### config.mk
export PLATFORM = sky130hd
export DESIGN_NAME = hazard_scoreboard
export DESIGN_NICKNAME = d
export VERILOG_FILES = /design/src/rtl/hazard_scoreboard_pkg.sv /design/src/rtl/hazard_scoreboard_xalu_busy_timer.sv /design/src/rtl/hazard_scoreboard.sv
export SDC_FILE = /design/constraint.sdc
export NUM_CORES = 1
export LEC_CHECK = 0
export CAP_MARGIN = 20
export CORE_ASPECT_RATIO = 0.75
export CORE_MARGIN = 4
export CORE_UTILIZATION = 35
export DETAILED_ROUTE_END_ITERATION = 10
export GPL_TIMING_DRIVEN = 1
export PLACE_DENSITY_LB_ADDON = 0.15
export SLEW_MARGIN = 20
export SYNTH_ARGS = -nofsm -noshare
export SYNTH_HDL_FRONTEND = slang
export SYNTH_SLANG_ARGS = --single-unit
### constraint.sdc
create_clock -name clk -period 14.6 [get_ports clk]
set_input_delay 3.65 -clock clk [delete_from_list [all_inputs] [get_ports clk]]
set_output_delay 3.65 -clock clk [all_outputs]
set_load 0.05 [all_outputs]
### src/rtl/hazard_scoreboard_pkg.sv
// hazard_scoreboard_pkg: shared sizes, mult/div latencies and the Tuse/Tnew hazard test
package hazard_scoreboard_pkg;
  localparam int NREG = 32;
  localparam int AW = 5;
  localparam int TW = 2;
  localparam int MULT_CYC = 5;
  localparam int DIV_CYC = 10;
  localparam int CW = 16;
  localparam int TIW = $clog2(DIV_CYC + 1);
  function automatic logic hazard(logic [TW-1:0] tuse, logic [TW-1:0] tnew);
    return tuse < tnew;
  endfunction
endpackage

### src/rtl/hazard_scoreboard_xalu_busy_timer.sv
// xalu_busy_timer: loadable mult/div busy down-counter
module xalu_busy_timer
  import hazard_scoreboard_pkg::*;
(
  input  logic clk,
  input  logic reset,
  input  logic flush,
  input  logic load_mul,
  input  logic load_div,
  output logic busy
);
  logic [TIW-1:0] t;
  always_ff @(posedge clk)
    if (!reset || flush) t <= '0;
    else if (load_mul) t <= TIW'(MULT_CYC);
    else if (load_div) t <= TIW'(DIV_CYC);
    else if (t != '0) t <= t - 1'b1;
  assign busy = t != '0;
endmodule

### src/rtl/hazard_scoreboard.sv
// hazard_scoreboard: D-stage stall generator with per-register Tnew scoreboard and mult/div busy timer
module hazard_scoreboard
  import hazard_scoreboard_pkg::*;
(
  input  logic          clk,
  input  logic          reset,
  input  logic          flush,
  input  logic          d_valid,
  input  logic [AW-1:0] d_rs,
  input  logic [AW-1:0] d_rt,
  input  logic [TW-1:0] d_tuse_rs,
  input  logic [TW-1:0] d_tuse_rt,
  input  logic          d_we,
  input  logic [AW-1:0] d_a3,
  input  logic [TW-1:0] d_tnew,
  input  logic [3:0]    d_xalu_op,
  input  logic          d_xalu_mul,
  input  logic          d_xalu_div,
  output logic          stall,
  output logic          stall_rs,
  output logic          stall_rt,
  output logic          stall_xalu,
  output logic          xalu_busy,
  output logic [CW-1:0] stall_cnt
);
  logic [TW-1:0] cnt [NREG];
  logic issue;
  assign stall_rs = d_valid & (d_rs != '0) & hazard(d_tuse_rs, cnt[d_rs]);
  assign stall_rt = d_valid & (d_rt != '0) & hazard(d_tuse_rt, cnt[d_rt]);
  assign stall_xalu = d_valid & (d_xalu_op != '0) & xalu_busy;
  assign stall = stall_rs | stall_rt | stall_xalu;
  assign issue = d_valid & ~stall & ~flush;
  always_ff @(posedge clk)
    if (!reset || flush) for (int r = 0; r < NREG; r++) cnt[r] <= '0;
    else for (int r = 0; r < NREG; r++)
      cnt[r] <= (issue && d_we && d_a3 == AW'(r) && r != 0) ? d_tnew
              : (cnt[r] != '0 ? cnt[r] - 1'b1 : '0);
  always_ff @(posedge clk)
    if (!reset) stall_cnt <= '0;
    else if (stall && stall_cnt != '1) stall_cnt <= stall_cnt + 1'b1;
  xalu_busy_timer u_timer (
    .clk      (clk),
    .reset    (reset),
    .flush    (flush),
    .load_mul (issue & d_xalu_mul),
    .load_div (issue & d_xalu_div),
    .busy     (xalu_busy)
  );
endmodule

==> flow_metrics.py, run 1 <==
metrics = {
    "cts": {
        "clock-sinks": 84,
        "cts_tree": "built",
        "post_cts_resized": 0,
        "postCtsSetupRepairBufs": 0,
        "cts_hold_buf": 0,
        "clkLatencyLatePin_ns": 0.34,
        "cts-root-buf": "clkbuf_16",
        "cts_buffer_depth": 2,
        "cts.reportedPaths.clkPinSlew_ns": 0.06,
        "cts-buffers-inserted": 9,
        "htreeDepth": 3,
    },
    "setup_path": {
        "crit_type": "primary input to output port",
        "cp.buffers_inverters": 3,
        "crit_path_end_kind": "output port",
        "crit_chain": "clkdlybuf4s50_1 > mux4_2 > mux4_2 > mux2i_1 > ha_1 > nand2b_1 > nor2_1 > a2111oi_1 > a21o_1 > nor2_1 > inv_1 > clkdlybuf4s50_1",
        "cp_top_family": "buffers and inverters",
        "cp_max_fo": 17,
        "cp.arrival_ns": 8.34,
        "setup.worst_path.start_class": "primary input",
        "slowest_stage": "clkdlybuf4s50_1",
        "required_ns": 10.95,
        "cpPeakStageDelay_ns": 1.03,
    },
    "sta": {
        "hold_violations": 0,
        "final.period_utilization_pct": 82.1,
        "fin_setup_tns_ns": 0,
        "slew_headroom_pct": 29.4,
        "final-max-slew-violation-count": 0,
        "finalSetupViolations": 0,
        "period_needed_ns": 11.99,
        "max_freq_ghz": 0.0834,
        "rsz0062_at_grt": "false",
        "whs_ns": 0.481,
        "fin_ws_ns": 2.61,
        "clock_skew_ns": 0.00623,
        "tightest_slew_ns": 1.06,
    },
    "power_and_ir_drop": {
        "share_seq_of_total_power_pct": 41.3,
        "power_density_nw_per_um2": 91.7,
        "leakage_uw": 0.00233,
        "switchingPower_uw": 145,
        "swShare_pct": 25.8,
        "pwr-share-comb_pct": 13.8,
        "p_int_uw": 418,
        "pwr-share-clk_pct": 44.8,
        "vdd.ir_drop.worst_v": 0.0000530,
    },
    "synth": {
        "synth_edf_count": 0,
        "synthFlopType": "dfxtp_1",
        "ys_seq_elements": 84,
        "synthCells": 526,
        "syn_area_per_cell_um2": 9.88,
        "yosysSeqAreaShare_pct": 32.4,
        "synth_area_um2": 5190,
        "async_flop_share_pct": 0,
        "syn_nets": 563,
        "ys_types": 50,
        "yosysWarnings": 0,
    },
    "detailed_routing": {
        "drt-initial-drc-count": 413,
        "viasPerCell": 5.85,
        "firstDrtPassIters": 5,
        "vias": 4426,
        "routed_wl_um": 15700,
        "ant_nets": 0,
        "route.detailed.drc": 0,
        "wl_per_cell_um": 20.7,
    },
    "die": {
        "core_um2": 14500,
        "die_w_um": 149,
        "rows": 38,
        "die_y_um": 114,
        "die_area_um2": 16900,
        "ios": 53,
        "initial_core_util_pct": 35.8,
    },
    "finish": {
        "design_area_um2": 6140,
        "layout_commonest_cell": "mux2i_1",
        "fillerInstances": 1422,
        "n_antenna_cell": 0,
        "drive_gt1_share_pct": 12.0,
        "multiInputGateArea_um2": 3280,
        "register_area_um2": 1680,
        "final_util_pct": 42.3,
        "syn_to_final_growth_pct": 18.2,
        "mostFrequentLayoutCells": "mux2i_1 (86), dfxtp_1 (84), nand3_1 (67)",
        "nets": 589,
    },
    "global_routing": {
        "antenna_found_initial": 1,
        "track_usage_pct": 19.1,
        "overflow": 0,
        "grt_pass1_wl_um": 25100,
        "grt_pass1_vias": 4240,
        "grt_max_degree": 68,
    },
    "placement": {
        "port_buffers": 52,
        "place_area_um2": 5820,
        "pre_cts_ws_ns": 2.54,
        "gp_congestion": 0.859,
        "dp_hpwl_um": 11300,
    },
    "run_status": {
        "status": "finished clean",
    },
    "job": {
        "drv_cap": 0,
    },
    "min_path": {
        "hp-class": "flip-flop to flip-flop",
    },
}
==> worst register-to-register path, stage by stage, from the launching register on <==
cell and delay, ns:
dfxtp_1 0.37, mux4_2 0.50, mux4_2 0.48, mux2i_1 0.19, ha_1 0.29, nand2b_1 0.14, nor2_1 0.05, a2111oi_1 0.82
a21oi_4 0.08, buf_4 0.33, a211oi_1 0.40, mux2i_1 0.22
==> final cells by class <==
| class | instances | share of cell area, % |
|---|---|---|
| clock buffer | 13 | 4.24 |
| clock inverter | 3 | 1.12 |
| inverter | 10 | 0.652 |
| multi-input combinational | 389 | 53.5 |
| sequential | 84 | 27.4 |
| tap | 200 | 4.08 |
| timing repair buffer | 58 | 9.05 |
==> synthesized netlist by cell type, types with 7 or more instances <==
cell      count  area [µm²]
mux2i_1      86         861
dfxtp_1      84        1680
nand3_1      67         335
mux4_2       34         766
nand3b_1     31         233
nand2_1      30         113
nor3_1       27         135
clkbuf_1     22        82.6
nand2b_1     21         131
a211oi_1     10        75.1
inv_1         9        33.8
buf_1         8        30.0
buf_2         8        40.0
a21oi_1       7        35.0
==> final timing paths <==
path	startpoint	end	slack [ns]	cells past startpoint
setup / recovery	d_rt[1]	stall	2.61	12
hold reg to reg	stall_cnt[8]	stall_cnt[8]	0.48	2
setup reg to reg	cnt[23][1]	stall_cnt[14]	10.67	11
hold / removal	stall_cnt[8]	stall_cnt[8]	0.48	2
==> logic make-up after synthesis <==
family,count (synthesis),share of synthesized area (%)
multiplexers,122,31.7
AND/OR/NAND/NOR,219,23.7
flip-flops,84,32.4
adder cells (fa/ha/maj),5,1.20
XOR/XNOR,1,0.169
AO/OA/AOI/OAI,42,6.09
buffers and inverters,53,4.72
==> per-stage QoR <==
step	power (µW)	instances
3_3_place_gp	315	741
2_1_floorplan	288	526
3_5_place_dp	316	741
5_1_grt	583	757
6_report	563	757
4_1_cts	569	757
==> layer usage <==
layer / share of wire [%] / track usage (%) / vias up
li1: - / - / 2052
met1: 49 / 29.2 / 2194
met2: 42 / 26.8 / 160
met3: 7.4 / 5.00 / 18
met4: 1.2 / 4.55 / 2
met5: 0.045 / 0 / -
==> power groups by stage <==
stage	Combinational (µW)	Clock [µW]	Sequential, µW
finish	77.9	252	233
detailed placement	77.9	0	238
CTS	78.1	258	232
floorplan	47.9	0	240
global route	83.8	267	233
global placement	77.0	0	238
==> flip-flops by register name, summed over array words and instances (netlist names) <==
name       cells
cnt           64
stall_cnt     16
u_timer.t      4
Note: power is estimated with default switching activity, not from simulation.
==> run 2, diff against run 1 <==
==> constraint.sdc (replaced) <==
create_clock -name clk -period 9.8 [get_ports clk]
set_input_delay 2.45 -clock clk [delete_from_list [all_inputs] [get_ports clk]]
set_output_delay 2.45 -clock clk [all_outputs]
set_load 0.05 [all_outputs]
==> run 2 against run 1 <==
Net effect:
- cell area down 0.61%
- register-to-register slack worse by 5.1 ns
- highest routed layer unchanged
- die area unchanged
- sequential share of layout area up 0.17 points
- combinational power up 51%
- worst setup slack worse by 1.8 ns
- critical endpoint unchanged
- non-clock buffer count up 2
- final cell count up 0.26%
- critical path type unchanged
- sequential power up 49%
==> flow_metrics.py, run 2 (synthesized netlist as in run 1, its figures left out) <==
metrics = {
    "cts": {
        "clkLatencyLatePin_ns": 0.34,
        "clock-sinks": 84,
        "cts_buffer_depth": 2,
        "cts.reportedPaths.clkPinSlew_ns": 0.06,
        "htreeDepth": 3,
        "cts_tree": "built",
        "cts-root-buf": "clkbuf_16",
        "cts-buffers-inserted": 9,
        "post_cts_resized": 0,
        "cts_hold_buf": 0,
        "postCtsSetupRepairBufs": 0,
    },
    "setup_path": {
        "crit_type": "primary input to output port",
        "reg2reg_depth": 11,
        "cp_max_fo": 17,
        "worstReg2RegEnd": "stall_cnt[9]",
        "startpoint": "d_rt[0]",
        "reg2reg_from": "cnt[29][1]",
        "cp-endpoint": "stall",
        "setup.worst_path.start_class": "primary input",
        "required_ns": 7.35,
        "rrSetupSlack_ns": 5.59,
        "cp.arrival_ns": 6.49,
        "crit_path_end_kind": "output port",
    },
    "global_routing": {
        "grt_pass1_wl_um": 25500,
        "grt_max_degree": 68,
        "antenna_found_initial": 1,
        "overflow": 0,
        "track_usage_pct": 19.4,
        "grt_pass1_vias": 4423,
    },
    "die": {
        "initial_core_util_pct": 35.8,
        "ios": 53,
        "die_area_um2": 16900,
        "die_y_um": 114,
        "die_w_um": 149,
        "core_um2": 14500,
        "rows": 38,
    },
    "detailed_routing": {
        "viasPerCell": 5.85,
        "wl_per_cell_um": 20.9,
        "ant_nets": 0,
        "drt-initial-drc-count": 428,
        "firstDrtPassIters": 6,
        "routed_wl_um": 15900,
        "route.detailed.drc": 0,
        "vias": 4443,
    },
    "power_and_ir_drop": {
        "leakage_uw": 0.00232,
        "vdd.ir_drop.worst_v": 0.0000869,
        "power_density_nw_per_um2": 128,
    },
    "finish": {
        "largest_reg_flops": 64,
        "n_antenna_cell": 0,
        "largest-register": "cnt",
        "design_area_um2": 6100,
        "layout_commonest_cell": "mux2i_1",
        "drive_gt1_share_pct": 12.9,
        "top_regs": "cnt x64, stall_cnt x16, u_timer.t x4",
        "nets": 591,
        "syn_to_final_growth_pct": 17.5,
        "mostFrequentLayoutCells": "mux2i_1 (86), dfxtp_1 (84), nand3_1 (67)",
    },
    "sta": {
        "final-max-slew-violation-count": 0,
        "tightest_slew_ns": 0.918,
        "max_freq_ghz": 0.112,
        "clock_skew_ns": 0.00686,
        "rsz0062_at_grt": "false",
        "slew_headroom_pct": 38.6,
        "period_needed_ns": 8.94,
        "fin_setup_tns_ns": 0,
        "finalSetupViolations": 0,
        "hold_violations": 0,
        "final.period_utilization_pct": 91.3,
    },
    "placement": {
        "dp_hpwl_um": 11400,
        "port_buffers": 52,
        "gp_congestion": 0.886,
        "place_area_um2": 5840,
    },
    "run_status": {
        "status": "finished clean",
    },
    "min_path": {
        "hp-class": "flip-flop to flip-flop",
        "hold_depth": 2,
        "min_from": "stall_cnt[8]",
    },
    "job": {
        "drv_cap": 0,
    },
}
-- run 2: layer usage --
metal  track usage, %  share of wire (%)  vias up
li1                 -                  -     2049
met1             29.2                 49     2221
met2             27.8                 43      146
met3             4.69                6.7       25
met4             5.35                1.6        2
met5                0              0.044        -
-- run 2: layout make-up --
class | instances | area (µm²)
Fill cell | 1405 | 8400
Multi-Input combinational cell | 389 | 3280
Sequential cell | 84 | 1680
Timing Repair Buffer | 60 | 576
Tap cell | 200 | 250
Clock buffer | 12 | 246
Inverter | 10 | 40.0
Clock inverter | 4 | 25.0
-- run 2: worst max-delay path, stage by stage --
cell	delay [ns]
clkdlybuf4s50_1	0.47
buf_4	0.31
mux4_2	0.56
mux4_2	0.46
mux2i_1	0.22
ha_1	0.30
nand2b_1	0.13
nor2_1	0.06
a2111oi_1	0.87
a21o_1	0.28
nor2_1	0.12
inv_1	0.07
buf_4	0.19
-- run 2: how the worst min path moves through the flow --
stage                     to  slack, ns
6_report        stall_cnt[8]       0.50
5_1_grt         stall_cnt[8]       0.52
4_1_cts        stall_cnt[13]       0.50
3_5_place_dp    stall_cnt[5]       0.49
3_3_place_gp    stall_cnt[5]       0.47
2_1_floorplan      cnt[0][0]       0.44
-- run 2: stage by stage --
stage,util [%],worst slack (ns),power (µW),std cells,hold WS (ns)
6_report,42.1,0.855,781,759,0.504
4_1_cts,42.1,0.812,790,759,0.504
2_1_floorplan,-,1.71,430,526,0.435
3_3_place_gp,40.3,0.927,471,743,0.470
3_5_place_dp,40.3,0.837,472,743,0.489
5_1_grt,42.1,0.643,811,759,0.525
-- run 2: power breakdown --
group / internal (µW) / switching [µW]
sequential: 344 / 2.51
combinational: 40.5 / 77.2
clock: 178 / 139
total: 562 / 218
